===== config.mk =====
export PLATFORM = sky130hd
export DESIGN_NAME = ovl_next_stim_gen
export DESIGN_NICKNAME = d
export VERILOG_FILES = /design/src/rtl/ovl_next_stim_gen.sv
export SDC_FILE = /design/constraint.sdc
export NUM_CORES = 1
export LEC_CHECK = 0
export ABC_AREA = 1
export BUFFER_PORTS_ARGS = -buffer_cell sky130_fd_sc_hd__buf_2
export CORE_MARGIN = 2
export CORE_UTILIZATION = 35
export DETAILED_ROUTE_END_ITERATION = 10
export GPL_ROUTABILITY_DRIVEN = 0
export MAX_ROUTING_LAYER = met4
export PLACE_DENSITY = 0.63
export SLEW_MARGIN = 20
export SYNTH_ARGS = -nofsm -noshare
export SYNTH_HDL_FRONTEND = slang
export SYNTH_SLANG_ARGS = --single-unit

===== constraint.sdc =====
create_clock -name clk -period 3.26 [get_ports clk]
set_input_delay 0.326 -clock clk [delete_from_list [all_inputs] [get_ports clk]]
set_output_delay 0.326 -clock clk [all_outputs]
set_load 0.005 [all_outputs]

===== src/rtl/ovl_next_stim_gen.sv =====
// ovl_next_stim_gen: stimulus transmitter for the "next" checker protocol.
// Each accepted trig launches one transaction through a tagged delay
// pipeline; start_event and test_expr are driven from the pipeline taps so
// that test_expr follows start_event by NUM_CKS cycles. Error modes
// (drop, late, orphan) produce deliberately violating sequences.
module ovl_next_stim_gen #(
  parameter int NUM_CKS       = 1,
  parameter int ALLOW_OVERLAP = 1,
  parameter int CNT_W         = 16
) (
  input  logic             clk,
  input  logic             reset_n,
  input  logic             trig,
  input  logic [1:0]       err_mode,
  output logic             trig_ready,
  output logic             start_event,
  output logic             test_expr,
  output logic [4:0]       in_flight,
  output logic [CNT_W-1:0] txn_done,
  output logic [7:0]       rej_cnt
);

  // Stage k holds a transaction during cycle t+1+k; the extra stage past
  // NUM_CKS exists so a late transaction can still be seen when it retires.
  localparam int DEPTH = NUM_CKS + 2;

  localparam logic [1:0] MODE_NORMAL = 2'b00;
  localparam logic [1:0] MODE_LATE   = 2'b10;
  localparam logic [1:0] MODE_ORPHAN = 2'b11;

  logic [DEPTH-1:0] stg_vld;
  logic [1:0]       stg_mode [DEPTH];

  logic       accept;
  logic       reject;
  logic       start_next;
  logic       test_next;
  logic       retire_norm;
  logic       retire_late;
  logic [1:0] retire_cnt;

  // Without overlap only an empty generator may take a new transaction.
  assign trig_ready = (ALLOW_OVERLAP != 0) ? 1'b1 : (in_flight == 5'd0);

  // Acceptance, next output values and retirement decoded from the pipeline.
  always_comb begin
    accept      = trig && trig_ready;
    reject      = trig && !trig_ready;
    start_next  = accept && (err_mode != MODE_ORPHAN);
    test_next   = (stg_vld[NUM_CKS-1] &&
                   ((stg_mode[NUM_CKS-1] == MODE_NORMAL) ||
                    (stg_mode[NUM_CKS-1] == MODE_ORPHAN))) ||
                  (stg_vld[NUM_CKS] && (stg_mode[NUM_CKS] == MODE_LATE));
    retire_norm = stg_vld[NUM_CKS] && (stg_mode[NUM_CKS] != MODE_LATE);
    retire_late = stg_vld[NUM_CKS+1] && (stg_mode[NUM_CKS+1] == MODE_LATE);
    retire_cnt  = {1'b0, retire_norm} + {1'b0, retire_late};
  end

  // Delay pipeline: shift valid and captured mode one stage per cycle.
  always_ff @(posedge clk or negedge reset_n) begin
    if (!reset_n) begin
      stg_vld <= '0;
      for (int i = 0; i < DEPTH; i++) begin
        stg_mode[i] <= 2'b00;
      end
    end else begin
      stg_vld     <= {stg_vld[DEPTH-2:0], accept};
      stg_mode[0] <= err_mode;
      for (int i = 1; i < DEPTH; i++) begin
        stg_mode[i] <= stg_mode[i-1];
      end
    end
  end

  // Registered checker outputs and status counters.
  always_ff @(posedge clk or negedge reset_n) begin
    if (!reset_n) begin
      start_event <= 1'b0;
      test_expr   <= 1'b0;
      in_flight   <= 5'd0;
      txn_done    <= '0;
      rej_cnt     <= 8'd0;
    end else begin
      start_event <= start_next;
      test_expr   <= test_next;
      in_flight   <= in_flight + {4'b0000, accept} - {3'b000, retire_cnt};
      txn_done    <= txn_done + CNT_W'(retire_cnt);
      if (reject && (rej_cnt != 8'hFF)) begin
        rej_cnt <= rej_cnt + 8'd1;
      end
    end
  end

endmodule


# --- Yosys cells after proc, flatten, opt, wreduce, memory -nomap -nowiden ---
# Cells that the tools add are included.
word_totals:
  inputBits: 5
  output_inout_bits: 32
  register_bits: 32
op_classes:
  n_reduce_logical: 8
  eq_ne: 5
  n_addsub: 4
op_table:
  columns: ["cell", "count"]
  rows:
  - ["16-bit by 2-bit adder with 16-bit output", 1]
  - ["2-bit == test, second input constant", 3]
  - ["5-bit by 1-bit adder with 5-bit output", 1]
  - ["1-bit logical AND", 5]
  - ["5-bit by 2-bit subtractor with 5-bit output", 1]
  - ["2-bit != test, second input constant", 2]
  - ["1-bit by 1-bit adder with 2-bit output", 1]
  - ["2-bit zero test", 1]
  - ["1-bit logical OR", 2]

# --- Depth between registers and ports, before layout ---
# Gate-level depths: netlist of the first run.
depth:
  word_depth: 4
  mapped_depth: 12
  depth_no_buf: 12

# --- Least setup slack after synthesis of the first run ---
# No wires, ideal clock.
synth_path:
  kind: "flip-flop to flip-flop"
  from: "register stg_mode[3] (netlist name)"
  to: "register in_flight[4]"
  arrival_ns: 1.940
  setup_slack_ns: 1.194
  path_buffers: 0
  path_stages_with_launch: 10
  setup_time_ns: 0.126
  path_cell_list: "dfrtp_1 a21boi_0 ha_1 ha_1 inv_1 ha_1 fa_1 nand3_1 nand2_1 xor2_1"
synth_via:
  elab_chain_cells: 4
synth_rtl:
  columns: ["item", "line_no", "rtl"]
  rows:
  - ["start, declared", "32", "logic [1:0] stg_mode [DEPTH];"]
  - ["start signal, assigned by index", "70", "stg_mode[i] <= stg_mode[i-1];"]
  - ["2-bit != test", "54", "retire_norm = stg_vld[NUM_CKS] && (stg_mode[NUM_CKS] != MODE_LATE);"]
  - ["1-bit logical AND", "54", null]
  - ["1-bit by 1-bit adder with 2-bit output", "56", "retire_cnt = {1'b0, retire_norm} + {1'b0, retire_late};"]
  - ["5-bit by 2-bit subtractor with 5-bit output", "86", "in_flight <= in_flight + {4'b0000, accept} - {3'b000, retire_cnt};"]
  - ["end signal, assigned", "86", null]
  - ["end, declared", "18", "output logic [4:0] in_flight,"]
# No other way between the ends.

# --- Worst setup path after layout of the first run ---
layout_path:
  from: "register stg_mode[2] (netlist name)"
  to: "register txn_done[12]"
layout_via:
  elab_chain_cells: 4
layout_rtl:
  columns: ["item", "line_no", "rtl"]
  rows:
  - ["2-bit != test", "54", null]
  - ["1-bit logical AND", "54", null]
  - ["1-bit by 1-bit adder with 2-bit output", "56", null]
  - ["16-bit by 2-bit adder with 16-bit output", "87", "txn_done <= txn_done + CNT_W'(retire_cnt);"]
  - ["end signal, assigned", "87", null]
  - ["end, declared", "19", "output logic [CNT_W-1:0] txn_done,"]
# No other way between the ends.

==> metrics.md, run 1 <==
| Metric | Value |
|---|---|
| Status | `finished, final reports clean` |
| Cell Count, Final, Fillers Out | `242` |
| F_max | `0.452 GHz` |
| Initial core utilization | `36.0%` |
| DRT Pass-1 Iters | `4` |
| Largest area contributor in the netlist | `dfrtp_1` |
| Nets | `205` |
| Total Power | `1.33 mW` |
| CTS tree | `yes` |
| Syn avg cell area | `9.84 µm²` |
| Final wirelength | `2490 µm` |
| Die Wd | `70.4 µm` |
| P&R area growth vs syn | `17.5%` |
| Post-Syn Instances | `157` |
| R2r startpoint | `stg_mode[2]$_DFF_PN0_` |
| Compound-Gate Fraction of Synth Area | `2.59%` |
| Synth Area in Simple Gates | `19.8%` |
| Dpl cells | `234` |
| H-tree Lvls | `2` |
| Post-CTS setup buffers | `0` |
| Final core occ | `42.3%` |
| Initial antenna violation count | `0` |
| Setup TNS | `0 ns` |
| Std-Cell Rows | `24` |
| Setup crit start kind | `flip-flop` |
| Number of buffers created by CTS | `5` |
| Yosys top cell area share | `51.8%` |
| Met1 WL | `1190 µm` |
| First-pass GRT wire length | `4500 µm` |
| DP HPWL | `1890 µm` |
| Max VDD drop | `227 µV` |
| Root Buffer Master | `clkbuf_8` |
| Post-synth EDFFs | `0` |
| R2R Path End | `txn_done[12]$_DFF_PN0_` |
| I/O Buffers | `27` |
| Drt wl/cell | `10.3 µm` |
| Syn Std Cell Area | `1550 µm²` |
| Clk_skew | `0.00599 ns` |
| Clk slew on worst S/H paths | `0.07 ns` |
| Post-synthesis mux area share | `0%` |
| Layout fillers | `442` |
| Share of layout cells above drive strength 1 | `22.1%` |
| Largest net degree at the start of global routing | `33` |
| Crit. End Element | `flip-flop` |
| Residual DRC | `0` |
| Total grt overflow | `0` |
| CTS Buffer Depth | `2` |
| Slew Limit Fails | `0` |
| Die footprint | `4960 µm²` |
| Clock Latency Late Sink | `0.28 ns` |
| Detail Route met3 WL | `131 µm` |
| DRT iter0 DRCs | `62` |
| Synth cell types | `22` |
| Die Y | `70.4 µm` |
| Count leader, synth | `nand2_1` |
| P_leak | `0.926 nW` |
| Synth warnings | `0` |
| Max-Cap Viols | `0` |
| Post-route minimum period | `2.21 ns` |
| Top Metal Used | `met4` |
| FFs w/ async S/R, synth | `100%` |
| Top cells by count, synth | `nand2_1, dfrtp_1, inv_1, nor2_1` |
| Gr usage total | `12.0%` |
| Main combinational cell family by area after synthesis | `simple AND/OR/NAND/NOR gates` |
| ANT cells | `0` |
| Via/cell ratio | `4.31` |
| Vias in the first global route | `971` |
| Post-synthesis adder-cell area fraction | `9.88%` |
| Slew @ Worst Pin | `0.688 ns` |
| Top FF cell, synth | `dfrtp_1` |
| Max FO, Critical Path | `9` |
| Flops & latches, synth | `32` |
| PwrDens | `730 nW/µm²` |
| R2R cell count | `12` |
| Seq/Total Area, Yosys | `51.8%` |
| CTS Sinks | `32` |
| Antenna-violating nets left | `0` |
| Hold-fix buffers at CTS | `0` |
| Critical path type | `flip-flop to flip-flop` |
| IO Count | `37` |
| Core Region | `4290 µm²` |
| Leading cell types by total area after synthesis | `dfrtp_1, nand2_1, ha_1, inv_1, buf_4` |
| Vias | `1042` |
| HP Class | `input port to async pin` |
| CP required | `3.43 ns` |
| Crit path DAT | `2.38 ns` |
| Crit share post-route | `67.9%` |
| RSZ-0062 raised after global routing | `no` |
| Setup Viol. Count Final | `0` |
| Xor/xnor share of the synthesized area | `6.23%` |
| Setup slack, reg-to-reg | `1.05 ns` |
| Met2 wire len | `1130 µm` |
| Relative slew slack | `54.1%` |
| Final hold vios | `0` |
| Post-CTS Resized | `0` |
sequential cells by signal, summed over array words and instances, names as in the netlist:
| signal | cells |
|---|---|
| txn_done | 16 |
| in_flight | 5 |
| test_expr | 1 |
| stg_vld | 3 |
| start_event | 1 |
| stg_mode | 6 |
cell families after synthesis:
family,count (synthesis)
other cells,2
flops,32
xor+xnor,11
compound gates,7
buf+inv,29
fa+ha+maj,11
simple gates,65
layer usage:
layer,vias to the layer above,global-route usage (%)
met3,2,3.90
li1,536,-
met2,29,15.8
met5,-,-
met4,0,5.77
met1,475,16.4
where the power goes:
| group | switching [mW] | internal, mW | total, mW |
|---|---|---|---|
| logic | 0.205 | 0.188 | 0.393 |
| clock network | 0.151 | 0.226 | 0.377 |
| registers | 0.0713 | 0.484 | 0.555 |
layout make-up:
class	instances	area, µm²	share of cell area, %
multi-input combinational	103	628	34.6
inverter	20	75.1	4.14
clock inverter	3	42.5	2.34
clock buffer	5	68.8	3.79
tap	52	65.1	3.58
sequential	32	801	44.1
timing repair buffer	27	135	7.44
worst max-delay path, stage by stage (launching register included):
cell      delay, ns
dfrtp_1        0.37
inv_1          0.06
a21boi_0       0.09
ha_1           0.31
ha_1           0.18
inv_1          0.06
fa_1           0.42
inv_1          0.08
nand3_2        0.10
nor2_4         0.21
nand3_1        0.10
nand2_1        0.07
nand2_1        0.05
worst max-delay path by stage:
| stage | start | end | depth (start not counted) |
|---|---|---|---|
| final | stg_mode[2]$_DFF_PN0_ | txn_done[12]$_DFF_PN0_ | 12 |
| after detailed placement | stg_mode[3]$_DFF_PN0_ | in_flight[4]$_DFF_PN0_ | 9 |
| after CTS | stg_mode[3]$_DFF_PN0_ | in_flight[4]$_DFF_PN0_ | 9 |
| after global placement | stg_mode[3]$_DFF_PN0_ | in_flight[4]$_DFF_PN0_ | 9 |
| after floorplan | stg_mode[3]$_DFF_PN0_ | in_flight[4]$_DFF_PN0_ | 9 |
| after global routing | stg_mode[2]$_DFF_PN0_ | txn_done[14]$_DFF_PN0_ | 12 |
through the flow:
stage | hold WS, ns | setup WS [ns] | instance area [µm²]
3_3_place_gp | 0.357 | 1.05 | 1700
5_1_grt | 0.134 | 0.820 | 1820
6_report | 0.0869 | 1.05 | 1820
3_5_place_dp | 0.360 | 1.02 | 1700
4_1_cts | 0.109 | 1.03 | 1820
2_1_floorplan | 0.0304 | 1.19 | 1570
cell usage in the layout (no fill, tap or decap):
| cell | count |
|---|---|
| inv_1 | 20 |
| nand4_1 | 4 |
| nand2_1 | 35 |
| o21ai_1 | 2 |
| xor2_1 | 6 |
| nor2_4 | 1 |
| nand3_1 | 7 |
| nor2_2 | 1 |
| o21ai_0 | 1 |
| conb_1 | 9 |
| nand2_4 | 1 |
| clkinv_2 | 1 |
| a21oi_1 | 2 |
| a21boi_0 | 2 |
| ha_1 | 9 |
| clkbuf_8 | 5 |
| nor2_1 | 10 |
| nand3_2 | 2 |
| nand3b_1 | 2 |
| dfrtp_1 | 32 |
| clkinvlp_4 | 1 |
| fa_1 | 2 |
| nand2_2 | 2 |
| buf_2 | 27 |
| bufinv_16 | 1 |
| xnor2_1 | 5 |
(Power assumes the default switching activity.)
==> inputs of run 2 (changes only) <==
ABC_AREA = 0   (was 1)
PLACE_DENSITY = 0.66   (was 0.63)
clock period = 1.8 ns   (was 3.26 ns; I/O delays follow)
==> metrics.md, run 2 <==
| Metric | Value |
|---|---|
| Status | `finished with violations` |
| Violated checks | `setup timing` |
| Share of layout cells above drive strength 1 | `47.5% (+25 points)` |
| Antenna-violating nets left | `0 (unchanged)` |
| Slew Limit Fails | `0 (unchanged)` |
| Setup Viol. Count Final | `13 (+13)` |
| H-tree Lvls | `2 (unchanged)` |
| Synth Area in Simple Gates | `10.2% (-9.5 points)` |
| CP Cell Sequence | `a21boi_4, ha_4, ha_4, inv_2, ha_4, fa_2, a21o_1, a21oi_2, xnor2_1` |
| Initial antenna violation count | `0 (unchanged)` |
| I/O Buffers | `27 (unchanged)` |
| Clk slew on worst S/H paths | `0.07 ns (about the same)` |
| Flops & latches, synth | `32 (unchanged)` |
| Top cells by count, synth | `dfrtp_1, xnor2_1, inv_1, buf_4, ha_1` |
| Gr usage total | `12.2% (+0.22 points)` |
| Largest net degree at the start of global routing | `33 (unchanged)` |
| Via/cell ratio | `4.47 (+3.7%)` |
| Max-Cap Viols | `0 (unchanged)` |
| Largest registers | `txn_done (16), stg_mode (6), in_flight (5)` |
| Nets | `177 (-14%)` |
| DP HPWL | `1850 µm (-2.2%)` |
| Slew @ Worst Pin | `0.693 ns (+0.00431 ns)` |
| CP most frequent cell | `ha_4` |
| Critical path type | `flip-flop to flip-flop` |
| Post-synthesis adder-cell area fraction | `10.6% (+0.70 points)` |
| Post-synth EDFFs | `0 (unchanged)` |
| DRT iter0 DRCs | `17 (-73%)` |
| Crit path DAT | `2.38 ns (about the same)` |
| P_leak | `1.00 nW (+8.5%)` |
| Clk_skew | `0.00661 ns (+0.000616 ns)` |
| Layout fillers | `362 (-18%)` |
| RSZ-0062 raised after global routing | `yes` |
| Setup crit start kind | `flip-flop` |
| Compound-Gate Fraction of Synth Area | `4.34% (+1.7 points)` |
| CTS Buffer Depth | `2 (unchanged)` |
| Buf/Inv on CP | `1 (-2)` |
| FFs w/ async S/R, synth | `100% (unchanged)` |
| Largest area contributor in the netlist | `dfrtp_1` |
| Dpl cells | `200 (-15%)` |
| Total Power | `2.88 mW (+120%)` |
| Crit. End Element | `flip-flop` |
| Fin area | `2030 µm² (+12%)` |
| Final hold vios | `0 (unchanged)` |
| HP Class | `input port to flip-flop` |
| Xor/xnor share of the synthesized area | `11.5% (+5.3 points)` |
| Final core occ | `51.0% (+8.7 points)` |
| Number of buffers created by CTS | `5 (unchanged)` |
| Leading cell types by total area after synthesis | `dfrtp_1, xnor2_1, ha_1, buf_4, xor2_1` |
| Top reg by flops | `txn_done` |
| Most common cell after layout, fill and taps aside | `dfrtp_1` |
| Post-route minimum period | `2.17 ns (-0.0409 ns)` |
| Syn avg cell area | `12.5 µm² (+27%)` |
| Initial core utilization | `36.3% (+0.34 points)` |
| Root Buffer Master | `clkbuf_8` |
| Max FO, Critical Path | `2 (-7)` |
| Synth cell types | `20 (-9.1%)` |
| CTS tree | `yes` |
| Relative slew slack | `53.8% (-0.29 points)` |
| Top FF cell, synth | `dfrtp_1` |
| PnR worst setup slack | `-0.371 ns (-1.42 ns)` |
| CP top delay family | `adder cells` |
| Main combinational cell family by area after synthesis | `XOR/XNOR gates` |
| Crit share post-route | `121% (+53 points)` |
| Post-Syn Instances | `115 (-27%)` |
| Cell Count, Final, Fillers Out | `212 (-12%)` |
| Clock Latency Late Sink | `0.28 ns (about the same)` |
| Die Wd | `68.2 µm (-3.2%)` |
| Crit-path slowest cell | `dfrtp_1` |
| Setup TNS | `-2.63 ns (-2.63 ns)` |
| Max FFs per register | `16 (unchanged)` |
| DRT Pass-1 Iters | `4 (unchanged)` |
| IO Count | `37 (unchanged)` |
| CP required | `2.01 ns (-1.42 ns)` |
| PwrDens | `1420 nW/µm² (+95%)` |
| Seq/Total Area, Yosys | `55.5% (+3.7 points)` |
| Drt wl/cell | `12.4 µm (+20%)` |
| Vias | `947 (-9.1%)` |
| Die footprint | `4650 µm² (-6.3%)` |
| F_max | `0.461 GHz (+1.9%)` |
| Max VDD drop | `717 µV (+220%)` |
| CTS Sinks | `32 (unchanged)` |
| ANT cells | `0 (unchanged)` |
| Die Y | `68.2 µm (-3.2%)` |
| Total grt overflow | `0 (unchanged)` |
| Core Region | `3970 µm² (-7.5%)` |
| Syn Std Cell Area | `1440 µm² (-6.6%)` |
| Post-synthesis mux area share | `0% (unchanged)` |
| Most frequent cells in the layout | `dfrtp_1, buf_2, xnor2_1` |
| Yosys top cell area share | `55.5% (+3.7 points)` |
| Std-Cell Rows | `23 (-4.2%)` |
| Synth warnings | `0 (unchanged)` |
| First-pass GRT wire length | `3900 µm (-13%)` |
| Final wirelength | `2620 µm (+5.4%)` |
| Vias in the first global route | `928 (-4.4%)` |
| Residual DRC | `0 (unchanged)` |
| Count leader, synth | `dfrtp_1` |
| Area post-placement | `1700 µm² (about the same)` |
| P&R area growth vs syn | `40.4%` |
| CP peak stage delay | `0.42 ns (about the same)` |
[run 2: cell types whose count changed after synthesis, sizes merged, moves of 2 or more]
cell / delta
a21o: +3
inv: -10
nand2: -32
nand3: -3
nand3b: -2
nor2: -9
nor3: +2
nor4: +2
o21ai: -3
xnor2: +8
[run 2: repair_timing]
item | in CTS | in global routing
hold buffers | 1 | 0
setup endpoints to repair | 16 | 19
resized for setup | 15 | 20
setup buffers | 2 | 3
pin swaps | 10 | 19
hold endpoints to repair | 32 | 0
[run 2: cell families (layout without fill, tap and decap cells)]
kind of cell / Yosys count / in the layout
adder cells (fa/ha/maj): 11 / 11
other: 2 / 9
buffers and inverters: 19 / 59
XOR/XNOR: 19 / 19
flip-flops: 32 / 32
AO/OA/AOI/OAI: 9 / 9
AND/OR/NAND/NOR: 23 / 23
[run 2: final timing paths]
| check | start | endpoint | slack, ns | cells after the start |
|---|---|---|---|---|
| setup / recovery | stg_mode[3]$_DFF_PN0_ | in_flight[4]$_DFF_PN0_ | -0.37 | 9 |
| hold / removal | err_mode[1] | stg_mode[5]$_DFF_PN0_ | 0.02 | 1 |
| setup reg to reg | stg_mode[3]$_DFF_PN0_ | in_flight[4]$_DFF_PN0_ | -0.37 | 9 |
| hold reg to reg | stg_vld[0]$_DFF_PN0_ | stg_vld[1]$_DFF_PN0_ | 0.39 | 0 |
| max in group asynchronous | reset_n | txn_done[5]$_DFF_PN0_ | 0.88 | 2 |
| min in group asynchronous | reset_n | txn_done[0]$_DFF_PN0_ | 0.48 | 2 |
[run 2: worst reg2reg max path, delay by kind of cell, from the launching register on]
family                   cells  cell delay [ns]
flip-flops                   1             0.42
AO/OA/AOI/OAI                3             0.53
adder cells (fa/ha/maj)      4             0.99
buffers and inverters        1             0.04
XOR/XNOR                     1             0.13
[run 2: layout make-up]
type / count / area [µm²] / share of cell area [%]
clock inverters: 1 / 30.0 / 1.48
repair buffers: 41 / 262 / 12.9
well taps: 50 / 62.6 / 3.09
multi-input cells: 71 / 734 / 36.3
flip-flops and latches: 32 / 801 / 39.5
clock buffers: 7 / 96.3 / 4.76
inverters: 10 / 40.0 / 1.98
[run 2: layer usage]
metal	GRT usage [%]	vias to the layer above	wire length [µm]
met3	4.44	5	135
met2	19.8	27	1330
met1	13.1	465	1110
met5	-	-	0
met4	6.00	0	48
li1	-	450	-
[run 2: per-stage QoR]
| step | hold WS (ns) | setup slack (ns) |
|---|---|---|
| after detailed placement | 0.273 | -0.423 |
| after global routing | 0.00652 | -0.487 |
| after CTS | 0.00551 | -0.381 |
| after global placement | 0.262 | -0.318 |
| final | 0.0166 | -0.371 |
| after floorplan | -0.116 | -0.302 |
[run 2: power breakdown]
group	leakage, nW	internal, mW	total (mW)	switching, mW
clock	0.0645	0.488	0.745	0.257
sequential	0.400	0.876	1.04	0.167
combinational	0.540	0.591	1.09	0.502
==> inputs of run 3 (changes only) <==
REMOVE_ABC_BUFFERS = 1   (was default)
==> metrics.md, run 3 (synthesized netlist as in run 2, its figures left out) <==
| Metric | Value |
|---|---|
| PnR worst setup slack | `-0.300 ns (+0.0710 ns)` |
| Setup TNS | `-1.85 ns (+0.784 ns)` |
| Total Power | `2.63 mW (-8.8%)` |
| CTS tree | `yes` |
| Footprint of the multi-input gates | `623 µm² (-15%)` |
| Die Wd | `68.2 µm (unchanged)` |
| IO Count | `37 (unchanged)` |
| Via/cell ratio | `4.44 (-0.57%)` |
| CTS Buffer Depth | `2 (unchanged)` |
| Clock Latency Late Sink | `0.28 ns (about the same)` |
| Vias | `946 (-0.11%)` |
| ANT cells | `0 (unchanged)` |
| Largest net degree at the start of global routing | `33 (unchanged)` |
| Status | `finished with violations` |
| P_leak | `0.998 nW (-0.68%)` |
| F_max | `0.476 GHz (+3.4%)` |
| Die footprint | `4650 µm² (unchanged)` |
| Die Y | `68.2 µm (unchanged)` |
| Relative slew slack | `54.0% (+0.17 points)` |
| H-tree Lvls | `2 (unchanged)` |
| Initial antenna violation count | `0 (unchanged)` |
| Drt wl/cell | `11.4 µm (-7.5%)` |
| Std-Cell Rows | `23 (unchanged)` |
| PwrDens | `1390 nW/µm² (-2.3%)` |
| Critical path type | `flip-flop to flip-flop` |
| Root Buffer Master | `clkbuf_8` |
| Gr usage total | `12.6% (+0.40 points)` |
| Residual DRC | `0 (unchanged)` |
| Layout fillers | `375 (+3.6%)` |
| Most frequent cells in the layout | `dfrtp_1, buf_2, xnor2_1, buf_4, inv_1` |
| Crit share post-route | `117% (-3.9 points)` |
| Final core occ | `47.6% (-3.4 points)` |
| Max FO, Critical Path | `2 (unchanged)` |
| Final hold vios | `0 (unchanged)` |
| DP HPWL | `1830 µm (-0.79%)` |
| Slew Limit Fails | `0 (unchanged)` |
| HP Class | `input port to flip-flop` |
| Register area | `801 µm² (unchanged)` |
| Nets | `178 (+0.56%)` |
| Max-Cap Viols | `0 (unchanged)` |
| Final wirelength | `2440 µm (-7.1%)` |
| Post-route minimum period | `2.10 ns (-0.0710 ns)` |
| P&R area growth vs syn | `31.0%` |
| Max VDD drop | `960 µV (+34%)` |
| Most common cell after layout, fill and taps aside | `dfrtp_1` |
| Total grt overflow | `0 (unchanged)` |
| RSZ-0062 raised after global routing | `yes` |
| Top reg by flops | `txn_done` |
| CTS Sinks | `32 (unchanged)` |
| Crit. End Element | `flip-flop` |
| DRT iter0 DRCs | `25 (+8)` |
| Largest registers | `txn_done (16), stg_mode (6), in_flight (5)` |
| DRT Pass-1 Iters | `4 (unchanged)` |
| Clk slew on worst S/H paths | `0.07 ns (about the same)` |
| Crit path DAT | `2.31 ns (-0.07 ns)` |
| Initial core utilization | `36.3% (unchanged)` |
| Clk_skew | `0.00451 ns (-0.00210 ns)` |
| Core Region | `3970 µm² (unchanged)` |
| Antenna-violating nets left | `0 (unchanged)` |
| I/O Buffers | `27 (unchanged)` |
| Hold WS | `0.0138 ns (-0.00289 ns)` |
| Share of layout cells above drive strength 1 | `37.4% (-10 points)` |
| CP required | `2.01 ns (about the same)` |
| Setup crit start kind | `flip-flop` |
| Violated checks | `setup timing` |
| Slew @ Worst Pin | `0.690 ns (-0.00260 ns)` |
| Vias in the first global route | `957 (+3.1%)` |
| Max FFs per register | `16 (unchanged)` |
| Setup Viol. Count Final | `11 (-2)` |
| First-pass GRT wire length | `3990 µm (+2.3%)` |
| Number of buffers created by CTS | `5 (unchanged)` |
-- run 3: per-stage QoR --
| stage | instances | cell area (µm²) | setup slack (ns) |
|---|---|---|---|
| after CTS | 211 | 1860 | -0.320 |
| after floorplan | 113 | 1400 | -0.399 |
| after global placement | 201 | 1680 | -0.488 |
| after detailed placement | 201 | 1680 | -0.513 |
| after global routing | 213 | 1890 | -0.431 |
| final | 213 | 1890 | -0.300 |
-- run 3: worst max-delay path, cell delays in order, from the launching register on --
cell and delay (ns):
dfrtp_1 0.37, inv_1 0.07, a21boi_1 0.06, ha_1 0.29, ha_1 0.27, inv_1 0.04
ha_2 0.17, fa_2 0.33, a21o_1 0.17, a21oi_2 0.13, xnor2_1 0.12
-- run 3: timing repair --
item / 4_1_cts / 5_1_grt
hold buffers: 1 / 0
setup endpoints to repair: 16 / 15
gates resized for setup: 10 / 4
buffers inserted: 1 / 2
endpoints found under the hold margin: 32 / 0
pin swaps: 8 / 0
-- run 3: area by class of cell --
type | instances | share of cell area [%]
sequential | 32 | 42.4
multi-input combinational | 71 | 33.0
timing repair buffer | 42 | 13.4
clock buffer | 5 | 3.64
tap | 50 | 3.31
clock inverter | 3 | 2.25
inverter | 10 | 1.99
-- run 3: path summary, 6_finish.rpt --
kind	startpoint	end	slack (ns)	cells after the start
min	err_mode[1]	stg_mode[5]$_DFF_PN0_	0.01	1
max	stg_mode[2]$_DFF_PN0_	in_flight[4]$_DFF_PN0_	-0.30	10
max in group asynchronous	reset_n	txn_done[1]$_DFF_PN0_	0.88	2
min in group asynchronous	reset_n	in_flight[3]$_DFF_PN0_	0.46	2
max reg2reg	stg_mode[2]$_DFF_PN0_	in_flight[4]$_DFF_PN0_	-0.30	10
min reg2reg	stg_mode[2]$_DFF_PN0_	stg_mode[0]$_DFF_PN0_	0.38	0
-- run 3: power breakdown --
part / leakage (nW) / switching (mW) / internal (mW)
Sequential: 0.400 / 0.146 / 0.876
Clock: 0.0541 / 0.267 / 0.409
Combinational: 0.544 / 0.439 / 0.489
Total: 0.998 / 0.852 / 1.77
-- run 3: per-layer routing --
| layer | track usage (%) | part of all wire [%] |
|---|---|---|
| met1 | 14.9 | 44 |
| met2 | 18.9 | 47 |
| met3 | 4.77 | 7.2 |
| met4 | 6.00 | 1.8 |
| met5 | - | 0 |
